**src/rtl/decode_queue_stage.sv**
```systemverilog
// DEPTH-entry circular queue of fetch bundles between fetch and decode, with head-field split and immediate extension.
// Optional `define DECODE_QUEUE_PERF_EN adds full_cycles_o / empty_cycles_o saturating occupancy counters.

module imm_extend (
  input  logic [31:7] instr_i,
  input  logic [2:0]  imm_src_i,
  output logic [31:0] imm_ext_o
);
  // 0:I 1:S 2:B 3:J 4:U; other codes give zero.
  always_comb begin
    imm_ext_o = '0;
    case (imm_src_i)
      3'd0: imm_ext_o = {{20{instr_i[31]}}, instr_i[31:20]};
      3'd1: imm_ext_o = {{20{instr_i[31]}}, instr_i[31:25], instr_i[11:7]};
      3'd2: imm_ext_o = {{20{instr_i[31]}}, instr_i[7], instr_i[30:25], instr_i[11:8], 1'b0};
      3'd3: imm_ext_o = {{12{instr_i[31]}}, instr_i[19:12], instr_i[20], instr_i[30:21], 1'b0};
      3'd4: imm_ext_o = {instr_i[31:12], 12'b0};
      default: imm_ext_o = '0;
    endcase
  end
endmodule

module decode_queue_stage #(
  parameter int DEPTH   = 2,
  parameter int ENTRY_W = 129
) (
  input  logic                       clk_i,
  input  logic                       reset_i,
  input  logic [31:0]                instr_f_i,
  input  logic [31:0]                pc_f_i,
  input  logic [31:0]                pc_plus4_f_i,
  input  logic [31:0]                pred_pc_target_f_i,
  input  logic                       pc_src_pred_f_i,
  input  logic                       valid_f_i,
  output logic                       ready_f_o,
  input  logic [2:0]                 imm_src_d_i,
  input  logic                       stall_d_i,
  input  logic                       flush_d_i,
  output logic                       valid_d_o,
  output logic [31:0]                imm_ext_d_o,
  output logic [31:0]                pc_d_o,
  output logic [31:0]                pc_plus4_d_o,
  output logic [31:0]                pred_pc_target_d_o,
  output logic [4:0]                 rd_d_o,
  output logic [4:0]                 rs1_d_o,
  output logic [4:0]                 rs2_d_o,
  output logic [6:0]                 op_d_o,
  output logic [2:0]                 funct3_d_o,
  output logic [6:0]                 funct7_d_o,
  output logic                       pc_src_pred_d_o,
  output logic [$clog2(DEPTH+1)-1:0] count_o
`ifdef DECODE_QUEUE_PERF_EN
  ,
  output logic [31:0]                full_cycles_o,
  output logic [31:0]                empty_cycles_o
`endif
);
  localparam int CNT_W = $clog2(DEPTH+1);
  localparam int PTR_W = (DEPTH > 1) ? $clog2(DEPTH) : 1;
  localparam logic [CNT_W-1:0] DEPTH_C = CNT_W'(DEPTH);
  localparam logic [PTR_W-1:0] LAST_C  = PTR_W'(DEPTH - 1);

  logic [ENTRY_W-1:0] mem_q [DEPTH];
  logic [ENTRY_W-1:0] mem_d [DEPTH];
  logic [PTR_W-1:0]   wr_ptr_q, wr_ptr_d, rd_ptr_q, rd_ptr_d;
  logic [CNT_W-1:0]   count_q, count_d;
  logic               push, pop;
  logic [ENTRY_W-1:0] head;
  logic [31:0]        head_instr;

  assign ready_f_o = (count_q < DEPTH_C);
  assign valid_d_o = (count_q != '0);
  assign count_o   = count_q;
  assign push      = valid_f_i & ready_f_o;
  assign pop       = valid_d_o & ~stall_d_i;

  always_comb begin
    mem_d    = mem_q;
    wr_ptr_d = wr_ptr_q;
    rd_ptr_d = rd_ptr_q;
    count_d  = count_q;
    if (push)
      mem_d[wr_ptr_q] = {instr_f_i, pc_f_i, pc_plus4_f_i, pred_pc_target_f_i, pc_src_pred_f_i};
    if (flush_d_i) begin
      wr_ptr_d = '0;
      rd_ptr_d = '0;
      count_d  = '0;
    end else begin
      if (push) wr_ptr_d = (wr_ptr_q == LAST_C) ? '0 : wr_ptr_q + 1'b1;
      if (pop)  rd_ptr_d = (rd_ptr_q == LAST_C) ? '0 : rd_ptr_q + 1'b1;
      if (push && !pop)      count_d = count_q + 1'b1;
      else if (pop && !push) count_d = count_q - 1'b1;
    end
  end

  always_ff @(posedge clk_i or posedge reset_i) begin
    if (reset_i) begin
      wr_ptr_q <= '0;
      rd_ptr_q <= '0;
      count_q  <= '0;
    end else begin
      wr_ptr_q <= wr_ptr_d;
      rd_ptr_q <= rd_ptr_d;
      count_q  <= count_d;
    end
  end

  // Entry storage has no reset; contents are only observed while count is non-zero.
  always_ff @(posedge clk_i) begin
    mem_q <= mem_d;
  end

  assign head       = valid_d_o ? mem_q[rd_ptr_q] : '0;
  assign head_instr = head[128:97];

  assign pc_d_o             = head[96:65];
  assign pc_plus4_d_o       = head[64:33];
  assign pred_pc_target_d_o = head[32:1];
  assign pc_src_pred_d_o    = head[0];
  assign op_d_o             = head_instr[6:0];
  assign rd_d_o             = head_instr[11:7];
  assign funct3_d_o         = head_instr[14:12];
  assign rs1_d_o            = head_instr[19:15];
  assign rs2_d_o            = head_instr[24:20];
  assign funct7_d_o         = head_instr[31:25];

  imm_extend u_imm_extend (
    .instr_i   (head_instr[31:7]),
    .imm_src_i (imm_src_d_i),
    .imm_ext_o (imm_ext_d_o)
  );

`ifdef DECODE_QUEUE_PERF_EN
  logic [31:0] full_cycles_q, full_cycles_d, empty_cycles_q, empty_cycles_d;

  always_comb begin
    full_cycles_d  = full_cycles_q;
    empty_cycles_d = empty_cycles_q;
    if (flush_d_i) begin
      full_cycles_d  = '0;
      empty_cycles_d = '0;
    end else begin
      if (count_q == DEPTH_C && full_cycles_q != '1)
        full_cycles_d = full_cycles_q + 32'd1;
      if (count_q == '0 && valid_f_i && empty_cycles_q != '1)
        empty_cycles_d = empty_cycles_q + 32'd1;
    end
  end

  always_ff @(posedge clk_i or posedge reset_i) begin
    if (reset_i) begin
      full_cycles_q  <= '0;
      empty_cycles_q <= '0;
    end else begin
      full_cycles_q  <= full_cycles_d;
      empty_cycles_q <= empty_cycles_d;
    end
  end

  assign full_cycles_o  = full_cycles_q;
  assign empty_cycles_o = empty_cycles_q;
`endif

endmodule

```
**config.mk**
```make
export PLATFORM = sky130hd
export DESIGN_NAME = decode_queue_stage
export DESIGN_NICKNAME = d
export VERILOG_FILES = /design/src/rtl/decode_queue_stage.sv
export SDC_FILE = /design/constraint.sdc
export NUM_CORES = 1
export LEC_CHECK = 0
export ABC_AREA = 1
export BUFFER_PORTS_ARGS = -buffer_cell sky130_fd_sc_hd__buf_2
export CORE_MARGIN = 2
export CORE_UTILIZATION = 29
export DETAILED_ROUTE_END_ITERATION = 12
export PLACE_DENSITY = 0.48
export RECOVER_POWER = 50
export SKIP_LAST_GASP = 1
export SLEW_MARGIN = 10
export SYNTH_ARGS = -nofsm -noshare
export SYNTH_HDL_FRONTEND = slang
export SYNTH_SLANG_ARGS = --single-unit
export TNS_END_PERCENT = 30
```
**constraint.sdc**
```tcl
create_clock -name clk_i -period 6.15 [get_ports clk_i]
set_input_delay 0.9225 -clock clk_i [delete_from_list [all_inputs] [get_ports clk_i]]
set_output_delay 0.9225 -clock clk_i [all_outputs]
set_load 0.03 [all_outputs]
```
## Yosys cells after proc, flatten, opt, wreduce, memory -nomap -nowiden

Index checks and enable logic that the tools add are counted.

- Word-level logic and storage cells: 49
- Bits of input ports: 137
- Flip-flop bits (word level): 262

- Order comparisons: 4
- Mux-type cells: 17
- Eq/ne operators: 4
- Add/subtract/negate cells: 4
- Reductions and logical operators: 10
- Bitwise logic cells: 5

Operators by type and width:

| cell | count |
|---|---|
| $mux 129 | 5 |
| $bwmux 258 | 1 |
| $pmux 32 s5 | 1 |
| $demux 129 s1 | 1 |
| $eq 3x2->1 const B | 2 |
| $mux 1 | 6 |
| $mux 2 | 3 |
| $reduce_bool 2->1 | 3 |
| $ge 2x2->1 const B | 2 |
| $not 1->2 | 2 |
| $eq 3x1->1 const B | 1 |
| $eq 3x3->1 const B | 1 |
| $logic_and 1x1->1 | 3 |
| $logic_not 3->1 | 1 |
| $reduce_bool 3->1 | 1 |
| $add 1x1->1 const B | 2 |
| $add 2x1->2 const B | 1 |
| $and 1x1->1 | 2 |
| $logic_not 1->1 | 2 |
| $lt 2x1->1 const B | 1 |
| $lt 2x2->1 const B | 1 |
| $sub 2x1->2 const B | 1 |
| $not 1->1 | 1 |

## Longest topological paths before layout

Gate-level depths: netlist (run 1).

- Depth in word-level cells: 7
- Gate-level depth with buffers: 8
- Mapped depth without buffers: 8

## By module

A second synthesis (run 1) with hierarchy kept.

- Cell total of the unflattened synthesis: 810
- Area, all modules: 10257.3 µm²

By module, submodules not included:

| module | instances | cells an instance | seq. area each (µm²) | area an instance (µm²) |
|---|---|---|---|---|
| decode_queue_stage | 1 | 727 | 7847.5 | 9870.7 |
| imm_extend | 1 | 83 | 0.0 | 386.6 |

## Worst setup path before layout (run 1)

No wires, ideal clock.

- Path kind: input -> register
- From: in valid_f_i
- To: reg mem_q[0] (netlist name) (enable)
- Path slack: -1.042 ns
- Arrival: 6.572 ns
- Path buffers: 0
- Library setup time: 0.620 ns
- Stages on the path: 4
- Cell sequence: inv_1 > nor2_1 > inv_1 > nor2_1

- Cells in the longest elaborated chain, start to end: 1

RTL lines:

| element | RTL line | text |
|---|---|---|
| start, declared | 34 | `input logic valid_f_i,` |
| $and 1x1->1 | 74 | `assign push = valid_f_i & ready_f_o;` |
| end signal, assigned | 110 | `mem_q <= mem_d;` |
| end, declared | 63 | `logic [ENTRY_W-1:0] mem_q [DEPTH];` |

No other way between the ends.
A chain may end at the register's enable or synchronous reset.

## Worst setup path after layout (run 1)

- From: reg count_q[1], in the netlist count_o[1]
- To: reg mem_q[159] (netlist name) (enable)

- Cells in the longest elaborated chain, start to end: 2

RTL lines:

| element | RTL line | text |
|---|---|---|
| start, declared | 66 | `logic [CNT_W-1:0] count_q, count_d;` |
| start signal, assigned | 104 | `count_q <= count_d;` |
| $lt 2x2->1 | 71 | `assign ready_f_o = (count_q < DEPTH_C);` |
| $and 1x1->1 | 74 |  |

No other way between the ends.

==> flow_summary.ini, run 1 <==
[min_path]
hold_class = input port to async pin

[yosys]
ys_seq_area_frac = 0.761
synth_cells = 803
ys_seq_elements = 262
syn_area_um2 = 10300
synth_fp_nets = 940
ys_types = 23
syn_area_per_cell_um2 = 12.8
yosys_warnings = 0

[sta]
hold_viol_final = 0
tightest_slew_ps = 3610
fin_worst_skew_ps = 12.8
period_minus_slack_ps = 4480
maxSlewHeadroom = -1.41
rsz0062_at_grt = false
drv_slew = 90
hold_slack_ps = 257
post-route-period-util = 0.728
setup_violations = 0
max_freq_mhz = 223

[status]
violations = capacitance limit, slew limit
outcome = finished, violations left

[detailed_routing]
dr.pass1.iters = 4
drcViolationCount = 0
wl_um = 27500
drt_iter0_markers = 413
final_antenna_net_count = 0
wl_per_cell_um = 17.3
viasPerCell = 4.43
num_vias = 7012

[cts]
insertion_delay_ps = 550
clk_pin_slew_worst_paths_ps = 60
clock_path_buffers = 3
hold_buffers = 0
cts_buffers = 29
cts_tree = built
clock-sinks = 262
htreeDepth = 1
postCtsSetupBuffers = 0
cts-root-buf = clkbuf_16
cts_resized = 0

[place]
gp_congestion = 0.736
dp_hpwl_um = 17500
portBuffers = 301

[setup_path]
crit_fanout = 58
critical_path_buf_inv_count = 2
cp_data_required_time_ps = 6220
path_common_cell = nor2_1
r2r_slack_ps = 1670
crit_family = buffers and inverters
crit_slowest_cell = clkbuf_1
crit_arrival_ps = 4550
startpoint_type = flip-flop
path_cells = nor2_1 > inv_1 > nor2_1 > clkbuf_1
cp-end-kind = flip-flop
max_stage_delay_ps = 2580
critPathKind = flip-flop to flip-flop

[floorplan]
die_h_um = 193
rows = 69
initial_core_util = 0.292
core_area_um2 = 35300
die_w_um = 193
io_pins = 302
dieArea_um2 = 37100

[cells_and_area]
syn_to_final_growth_pct = 26.2
layout_common_cells = 291 x nand2_1, 258 x edfxtp_1, 242 x buf_2, 115 x a21oi_1, 67 x clkbuf_1
fillers = 3495
final_util = 0.368
nets = 1239
final_common_cell = nand2_1
drive_above_1_share = 0.284

[power]
p_leak_uw = 0.00526
p_per_area_nw_per_um2 = 416
ir_drop_mv = 0.241

[global_routing]
grt_max_degree = 72
grt_antenna_before_repair = 4
gr-total-overflow = 0
grt_pass1_vias = 6593
grt_use_total = 0.142
grt_pass1_wl_um = 39600

[run]
drv_cap = 2
## cell usage after synthesis
cell type / n / share of area
nand2_2: 1 / 0.00061
nor3_1: 2 / 0.00097
nand3_1: 5 / 0.0024
nor2_2: 1 / 0.00061
a21oi_2: 7 / 0.0059
a22o_1: 4 / 0.0034
dfrtp_1: 4 / 0.0097
buf_4: 20 / 0.015
edfxtp_1: 258 / 0.75
nor3_4: 1 / 0.0016
nand2_1: 291 / 0.11
o21ai_2: 7 / 0.0059
nor2_1: 30 / 0.011
nor3_2: 5 / 0.0049
inv_1: 17 / 0.0062
o21ai_0: 2 / 0.00097
inv_2: 4 / 0.0015
a21oi_1: 115 / 0.056
buf_6: 2 / 0.0022
nor2_4: 2 / 0.0022
nor4_1: 2 / 0.0012
nand4_1: 1 / 0.00061
buf_2: 22 / 0.011
## sequential cells by signal, indices dropped and copies added, names as in the netlist
| name | count |
|---|---|
| rd_ptr_q | 1 |
| mem_q | 258 |
| count_o | 2 |
| wr_ptr_q | 1 |
## worst reg2reg max path: stages (launching register included)
cell and delay, ps:
dfrtp_1 450, nor2_1 240, inv_1 110, nor2_1 530, clkbuf_1 2580
## cell families (layout without fill, tap and decap cells)
family,after synthesis,count (layout),synth area share
AND/OR/NAND/NOR,341,341,0.132
other,0,1,0
flip-flops,262,262,0.761
buffers and inverters,65,383,0.0351
AO/OA/AOI/OAI,135,135,0.0721
## per-stage QoR
step | cells | TNS [ps] | worst slack, ps | instance area, um^2 | total power (uW)
finish | 1583 | 0 | 1670 | 13000 | 5410
global placement | 1532 | 0 | 2370 | 12200 | 3880
floorplan | 803 | -132000 | -1020 | 10300 | 3390
detailed placement | 1532 | 0 | 2340 | 12200 | 3890
global route | 1583 | 0 | 1280 | 13000 | 5680
CTS | 1582 | 0 | 1720 | 13100 | 5510
## worst paths after layout
path	startpoint	endpoint	cells after the start
max	count_o[1]	mem_q[159]	4
min	reset_i	rd_ptr_q	2
max reg2reg	count_o[1]	mem_q[159]	4
min reg2reg	wr_ptr_q	wr_ptr_q	2
max in group asynchronous	reset_i	rd_ptr_q	2
min in group clk_i	pc_f_i[23]	mem_q[217]	1
## power by group
group          leakage (uW)  internal, uW  switching [uW]
sequential          0.00246          2170            68.2
combinational       0.00237           366            1200
clock              0.000423           940             664
total               0.00526          3480            1940
## final cells by class
cell class	instances	area, um^2	share of cell area
diodes	1	2.50	0.000192
clock buffers	36	752	0.0578
clock inverters	14	119	0.00914
inverters	21	81.3	0.00625
multi-input cells	476	2100	0.162
flip-flops and latches	262	7850	0.603
well taps	461	577	0.0443
repair buffers	312	1520	0.117
## layer usage
metal,track usage,share of wire,vias to the layer above
li1,-,-,3407
met1,0.190,0.44,3347
met2,0.225,0.47,205
met3,0.0324,0.063,49
met4,0.0537,0.026,4
met5,0,0.00095,-
Note: power is estimated with default switching activity, not from simulation.
==> inputs of run 2 (changes only) <==
--- a/config.mk
+++ b/config.mk
@@ -10,7 +10,7 @@
 export CORE_MARGIN = 2
 export CORE_UTILIZATION = 29
 export DETAILED_ROUTE_END_ITERATION = 12
-export PLACE_DENSITY = 0.48
+export PLACE_DENSITY = 0.46
 export RECOVER_POWER = 50
 export SKIP_LAST_GASP = 1
 export SLEW_MARGIN = 10
==> constraint.sdc (replaced) <==
create_clock -name clk_i -period 4.5 [get_ports clk_i]
set_input_delay 0.675 -clock clk_i [delete_from_list [all_inputs] [get_ports clk_i]]
set_output_delay 0.675 -clock clk_i [all_outputs]
set_load 0.03 [all_outputs]
==> flow_summary.ini, run 2 (synthesis gave the netlist of run 1 again) <==
[status]
outcome = finished, violations left
violations = capacitance limit, slew limit

[sta]
setup_tns_ps = 0
tightest_slew_ps = 2070
setup_violations = 0
hold_viol_final = 0
post-route-period-util = 0.717
period_minus_slack_ps = 3230
rsz0062_at_grt = false
drv_slew = 71
max_freq_mhz = 310
maxSlewHeadroom = -0.378
fin_worst_skew_ps = 9.39

[global_routing]
gr-total-overflow = 0
grt_pass1_wl_um = 39800
grt_pass1_vias = 6701
grt_use_total = 0.140
grt_antenna_before_repair = 4
grt_max_degree = 73

[cts]
cts_buffers = 30
insertion_delay_ps = 540
cts_tree = built
cts-root-buf = clkbuf_16
clock-sinks = 262
htreeDepth = 1
cts_resized = 0
clk_pin_slew_worst_paths_ps = 60
clock_path_buffers = 3

[detailed_routing]
drt_iter0_markers = 335
wl_per_cell_um = 17.1
wl_um = 27200
final_antenna_net_count = 0
drcViolationCount = 0
dr.pass1.iters = 4
viasPerCell = 4.41
num_vias = 7037

[cells_and_area]
layout_common_cells = 291 x nand2_1, 258 x edfxtp_1, 246 x buf_2, 115 x a21oi_1, 60 x clkbuf_1
drive_above_1_share = 0.295
top_register = mem_q
regArea_um2 = 7850
fillers = 3531
largest_reg_flops = 258
syn_to_final_growth_pct = 27.6
design_area_um2 = 13200
nets = 1245
final_common_cell = nand2_1
multi_input_area_um2 = 2120

[place]
dp_hpwl_um = 17200
gp_congestion = 0.751
placed_area_um2 = 12300
portBuffers = 301

[setup_path]
critPathKind = flip-flop to primary output
crit_fanout = 63
cp_data_required_time_ps = 3830
crit_arrival_ps = 2550
startpoint_type = flip-flop
cp-end-kind = primary output
r2r_slack_ps = 1570
r2r_cells = 4

[floorplan]
io_pins = 302
rows = 69
initial_core_util = 0.292
dieArea_um2 = 37100
die_w_um = 193
die_h_um = 193
core_area_um2 = 35300

[power]
power_uw = 7470
ir_drop_mv = 0.310
p_per_area_nw_per_um2 = 568
p_leak_uw = 0.00533

[min_path]
min_path_cells = 1
hold_class = input port to flip-flop

[run]
drv_cap = 1
-- run 2: changes by cell type in the layout (fill, tap and decap cells not counted), moves of 2 or more --
cell / before / now
buf_12: 1 / 4
buf_2: 242 / 246
clkbuf_1: 67 / 60
clkbuf_16: 29 / 31
clkinv_2: 4 / 7
nor2_1: 30 / 28
nor2_4: 2 / 4
-- run 2: stage by stage --
stage | hold WS [ps] | std cells | setup slack [ps] | utilization
2_1_floorplan | 441 | 803 | -264 | -
5_1_grt | 277 | 1594 | 1060 | 0.373
3_5_place_dp | 579 | 1536 | 1780 | 0.349
6_report | 314 | 1594 | 1270 | 0.373
4_1_cts | 277 | 1592 | 1170 | 0.375
3_3_place_gp | 588 | 1536 | 1810 | 0.349
-- run 2: area by class of cell --
cell class	instances	share of cell area
Clock buffer	37	0.0607
Antenna cell	2	0.000380
Clock inverter	18	0.00875
Multi-Input combinational cell	476	0.161
Tap cell	461	0.0439
Timing Repair Buffer	317	0.122
Inverter	21	0.00618
Sequential cell	262	0.597
-- run 2: path summary, 6_finish.rpt --
check / endpoint / start
setup / recovery: pred_pc_target_d_o[28] / rd_ptr_q
hold / removal: mem_q[35] / pc_plus4_f_i[2]
setup reg to reg: mem_q[27] / count_o[1]
hold reg to reg: wr_ptr_q / wr_ptr_q
max in group asynchronous: rd_ptr_q / reset_i
min in group asynchronous: count_o[1] / reset_i
-- run 2: where the power goes --
part / leakage (uW) / switching [uW] / internal, uW / total [uW]
logic: 0.00243 / 1680 / 523 / 2210
clock network: 0.000446 / 941 / 1310 / 2250
registers: 0.00246 / 55.7 / 2960 / 3010
-- run 2: layer usage --
metal | global-route usage | routed length (um) | vias to the layer above
li1 | - | - | 3416
met1 | 0.178 | 11500 | 3377
met2 | 0.234 | 13200 | 194
met3 | 0.0362 | 1860 | 46
met4 | 0.0417 | 587 | 4
met5 | 0 | 27 | -
-- run 2: what timing repair did --
action | 4_1_cts | 5_1_grt
setup buffers | 0 | 0
hold endpoints to repair | 4 | 0
hold buffers | 1 | 0
-- run 2: critical path, stage by stage (launching register included) --
cell and delay (ps):
dfrtp_4 500, inv_4 580, buf_4 400, nand2_1 80
a21oi_1 180, buf_2 230
